[src/rtl/phase_seq_fsm.sv]
// phase_seq_fsm
//   Multi-channel level-sequence tracker. Each channel debounces its raw
//   input, then walks a ring of PHASES states that alternately wait for a
//   high and a low filtered level. Registered one-cycle pulses mark the
//   step out of phase PHASES-2 (k_pre) and out of phase PHASES-1 (k_wrap,
//   ring returns to 0). A saturating 8-bit counter tallies wraps.
//
// Ports
//   clk       in   system clock, rising edge
//   rst_n     in   asynchronous active-low reset
//   en        in   1 = rings may advance, 0 = hold (debounce keeps running)
//   clr       in   synchronous clear of rings, pulses, counters (beats en)
//   a         in   [NCH]       raw input per channel
//   state     out  [NCH*SW]    current phase, channel i at [i*SW +: SW]
//   k_pre     out  [NCH]       pulse on advance out of phase PHASES-2
//   k_wrap    out  [NCH]       pulse on advance out of phase PHASES-1
//   wrap_cnt  out  [NCH*8]     saturating wrap count, channel i at [i*8 +: 8]
module phase_seq_fsm #(
  parameter int NCH    = 2,
  parameter int PHASES = 4,
  parameter int DEB    = 2,
  localparam int SW    = $clog2(PHASES)
) (
  input  logic              clk,
  input  logic              rst_n,
  input  logic              en,
  input  logic              clr,
  input  logic [NCH-1:0]    a,
  output logic [NCH*SW-1:0] state,
  output logic [NCH-1:0]    k_pre,
  output logic [NCH-1:0]    k_wrap,
  output logic [NCH*8-1:0]  wrap_cnt
);

  localparam logic [7:0]    DEB_M1 = 8'(DEB - 1);
  localparam logic [SW-1:0] S_LAST = SW'(PHASES - 1);
  localparam logic [SW-1:0] S_PRE  = SW'(PHASES - 2);

  logic [NCH-1:0] f_q, f_d;
  logic [7:0]     c_q   [NCH];
  logic [7:0]     c_d   [NCH];
  logic [SW-1:0]  s_q   [NCH];
  logic [SW-1:0]  s_d   [NCH];
  logic [NCH-1:0] pre_q, pre_d;
  logic [NCH-1:0] wrap_q, wrap_d;
  logic [7:0]     wc_q  [NCH];
  logic [7:0]     wc_d  [NCH];

  always_comb begin
    logic adv;
    adv    = 1'b0;
    f_d    = f_q;
    pre_d  = '0;
    wrap_d = '0;
    for (int i = 0; i < NCH; i++) begin
      c_d[i]  = 8'd0;
      s_d[i]  = s_q[i];
      wc_d[i] = wc_q[i];

      // Debounce: a disagreement must persist DEB cycles before f follows.
      if (a[i] == f_q[i]) begin
        c_d[i] = 8'd0;
      end else if (c_q[i] == DEB_M1) begin
        f_d[i] = a[i];
        c_d[i] = 8'd0;
      end else begin
        c_d[i] = c_q[i] + 8'd1;
      end

      // Even phases wait for high, odd phases for low. Uses the already
      // filtered level, so the ring lags f by one cycle.
      adv = en && (f_q[i] == ~s_q[i][0]);

      if (clr) begin
        s_d[i]  = '0;
        wc_d[i] = 8'd0;
      end else if (int'(s_q[i]) >= PHASES) begin
        s_d[i] = '0;
      end else if (adv) begin
        if (s_q[i] == S_LAST) begin
          s_d[i]    = '0;
          wrap_d[i] = 1'b1;
          if (wc_q[i] != 8'hFF) wc_d[i] = wc_q[i] + 8'd1;
        end else begin
          s_d[i] = s_q[i] + SW'(1);
          if (s_q[i] == S_PRE) pre_d[i] = 1'b1;
        end
      end
    end
  end

  always_ff @(posedge clk or negedge rst_n) begin
    if (!rst_n) begin
      f_q    <= '0;
      pre_q  <= '0;
      wrap_q <= '0;
      for (int i = 0; i < NCH; i++) begin
        c_q[i]  <= 8'd0;
        s_q[i]  <= '0;
        wc_q[i] <= 8'd0;
      end
    end else begin
      f_q    <= f_d;
      pre_q  <= pre_d;
      wrap_q <= wrap_d;
      for (int i = 0; i < NCH; i++) begin
        c_q[i]  <= c_d[i];
        s_q[i]  <= s_d[i];
        wc_q[i] <= wc_d[i];
      end
    end
  end

  assign k_pre  = pre_q;
  assign k_wrap = wrap_q;

  for (genvar g = 0; g < NCH; g++) begin : g_out
    assign state[g*SW +: SW]  = s_q[g];
    assign wrap_cnt[g*8 +: 8] = wc_q[g];
  end

endmodule
[config.mk]
export PLATFORM = sky130hd
export DESIGN_NAME = phase_seq_fsm
export DESIGN_NICKNAME = d
export VERILOG_FILES = /design/src/rtl/phase_seq_fsm.sv
export SDC_FILE = /design/constraint.sdc
export NUM_CORES = 1
export LEC_CHECK = 0
export ABC_AREA = 1
export BUFFER_PORTS_ARGS = -buffer_cell sky130_fd_sc_hd__buf_4
export CAP_MARGIN = 20
export CELL_PAD_IN_SITES_DETAIL_PLACEMENT = 1
export CELL_PAD_IN_SITES_GLOBAL_PLACEMENT = 1
export CORE_MARGIN = 4
export CORE_UTILIZATION = 46
export CTS_BUF_LIST = sky130_fd_sc_hd__clkbuf_8 sky130_fd_sc_hd__clkbuf_16
export DETAILED_ROUTE_END_ITERATION = 10
export PLACE_DENSITY_LB_ADDON = 0.1
export SYNTH_ARGS = -nofsm -noshare
export SYNTH_HDL_FRONTEND = slang
export SYNTH_SLANG_ARGS = --single-unit
[constraint.sdc]
create_clock -name clk -period 4.4 [get_ports clk]
set_clock_uncertainty 0.2 [all_clocks]
set_input_delay 0.44 -clock clk [delete_from_list [all_inputs] [get_ports clk]]
set_output_delay 0.44 -clock clk [all_outputs]
set_load 0.1 [all_outputs]
==> metrics.md <==
| Metric | Value |
|---|---|
| Status | `finished, final reports clean` |
| Drt first-iter violations | `105` |
| Cell family with the largest share of critical-path delay | `buffers and inverters` |
| First-pass GRT wire length | `9820 µm` |
| Drt first pass iters | `4` |
| Row count | `25` |
| Setup slack, reg-to-reg | `2.66 ns` |
| CP peak stage delay | `0.59 ns` |
| Footprint of the multi-input gates | `1120 µm²` |
| Final-report setup violation count | `0` |
| Peak supply drop | `0.241 mV` |
| Final Hold Viols | `0` |
| NumNets Final | `346` |
| Worst slew pin tran | `0.733 ns` |
| WS Path Type | `input pin to flip-flop` |
| Sequential cell area fraction in the yosys report | `45.1%` |
| Setup WS pre-CTS | `2.28 ns` |
| Max Buffers Root-to-Sink | `2` |
| PortBufs | `29` |
| Top area cells in the synthesized netlist | `dfrtp_1 (45%), nand2_1 (12%), nand3_1 (7.3%)` |
| Max Slew Vio Count | `0` |
| Synth unique cells | `28` |
| Most frequent CP cell | `nand3_1` |
| Area Overhead vs Synth | `16.3%` |
| Synthesized instance count | `297` |
| Final TNS setup | `0 ns` |
| # fillers | `636` |
| Number of diodes | `0` |
| Ys Warns | `0` |
| Final setup margin | `2.59 ns` |
| Period utilization | `41.1%` |
| Post_cts resized | `0` |
| Io pins | `30` |
| Post-synth top area cell | `dfrtp_1` |
| Leakage power | `1.37 nW` |
| Critical Path Fanout Max | `27` |
| Cell Area, Synth | `2330 µm²` |
| Hold WC Path Type | `input pin to flip-flop` |
| Clock sink total | `42` |
| CTS Buf Count | `5` |
| Post-detailed-route wirelength per cell | `13.9 µm` |
| Post-DP HPWL | `4160 µm` |
| Fmax | `553 MHz` |
| CTS tree | `yes` |
| Flops & latches, synth | `42` |
| Crit path buffers/inverters | `3` |
| Vias in the first global route | `2132` |
| Clk slew on worst S/H paths | `0.08 ns` |
| Fin crit period | `1.81 ns` |
| Starting Density | `48.4%` |
| Leading cell type in the layout, fill and taps excluded | `nand2_1` |
| Worst EP required | `4.37 ns` |
| Register area | `1050 µm²` |
| Mapped Nets | `313` |
| Mean Syn Cell Area | `7.85 µm²` |
| CP startpoint kind | `input pin` |
| Unrepaired setup endpoints after global routing | `no` |
| Clock Latency Late Sink | `0.29 ns` |
| Worst EP arrival | `1.78 ns` |
| Antenna viol nets, final | `0` |
| Area share of the leading cell type in the synthesized netlist | `45.1%` |
| Total grt overflow | `0` |
| Power Dens Cells | `353 nW/µm²` |
| Die Ht | `79.2 µm` |
| # DRC | `0` |
| Cell Chain, Critical Path | `buf_4 > clkinv_1 > nand3_1 > inv_1 > nand3_1 > nand2_1` |
| GRT Overall Usage | `19.5%` |
| Endpoint type of the worst setup path | `flip-flop` |
| Max Cap Viol | `0` |
| Layout cells sized above 1 | `13.6%` |
| Routed vias/inst | `5.12` |
| Initial antenna violation count | `0` |
| Routed WL | `5530 µm` |
| Slowest CP cell | `clkinv_1` |
| Htree depth | `2` |
| Post-CTS setup buffers | `0` |
| Commonest cells after routing, fill and taps aside | `nand2_1 (72), nor2_1 (44), dfrtp_1 (42)` |
| Die area | `6270 µm²` |
| Via count | `2039` |
| CTS Root Cell | `clkbuf_8` |
| Largest net degree at the start of global routing | `43` |
| GPL Wtd Cong | `0.819` |
| DIE WIDTH | `79.2 µm` |
| Core area | `4820 µm²` |
| Relative slew slack | `50.8%` |
[timing repair]
item | 4_1_cts | 5_1_grt
hold endpoints to repair | 42 | 0
endpoints found under the setup margin | 0 | 0
hold buffers | 1 | 0
[per-layer routing]
metal / up-vias / wire, µm / global-route usage, %
li1: 1018 / - / -
met1: 999 / 2560 / 24.3
met2: 20 / 2800 / 35.2
met3: 2 / 145 / 3.51
met4: 0 / 24 / 4.12
met5: - / 0 / 0
[per-stage QoR]
step / util, % / area [µm²] / total power, mW / hold slack, ns / cells
final: 56.3 / 2710 / 0.958 / 0.177 / 398
after global routing: 56.3 / 2710 / 1.02 / 0.169 / 398
after CTS: 56.3 / 2710 / 0.968 / 0.170 / 398
after detailed placement: 54.2 / 2610 / 0.711 / 0.265 / 389
after global placement: 54.2 / 2610 / 0.698 / 0.266 / 389
after floorplan: - / 2330 / 0.638 / -0.0556 / 297
[cell families after synthesis]
kind of cell | share of synthesized area (%)
adders and majority gates | 5.37
xor gates and xnor gates | 3.01
and+or+nand+nor | 34.4
DFF | 45.1
buffers and inverters | 6.92
AOI/OAI and AO/OA | 5.26
[cell usage after synthesis, drive strengths merged]
master / number
nor3b: 3
inv: 36
nand3: 36
o21bai: 3
clkinv: 1
xnor2: 3
nand2: 74
xor2: 5
a31oi: 2
nor3: 6
nand4: 9
dfrtp: 42
buf: 4
o211a: 1
a21oi: 5
nor2: 48
ha: 10
a211oi: 2
o21ai: 6
o31ai: 1
[power breakdown]
part	internal, mW	switching (mW)	total (mW)
registers	0.420	0.0420	0.462
clock network	0.124	0.133	0.257
logic	0.0657	0.173	0.239
total	0.610	0.348	0.958
[state kept, by name, indices dropped and copies added (netlist names)]
name and flops:
k_wrap 2, wrap_cnt 16, f_q 2, k_pre 2
state 4, c_q 16
[final timing paths]
check,endpoint,startpoint,cells past startpoint
max reg2reg,wrap_cnt[12]$_DFFE_PN0P_,wrap_cnt[8]$_DFFE_PN0P_,7
min,k_pre[0]$_DFF_PN0_,clr,2
min in group asynchronous,c_q[15]$_DFF_PN0_,rst_n,2
max in group asynchronous,wrap_cnt[9]$_DFFE_PN0P_,rst_n,2
max,wrap_cnt[12]$_DFFE_PN0P_,clr,6
min reg2reg,c_q[8]$_DFF_PN0_,c_q[8]$_DFF_PN0_,1
[final cells by class]
type,instances,share of cell area (%)
clock buffers,6,3.05
clock inverters,2,0.323
inverters,37,5.12
multi-input cells,214,41.3
flip-flops and latches,42,38.8
well taps,67,3.09
repair buffers,30,8.40
(Power assumes the default switching activity.)
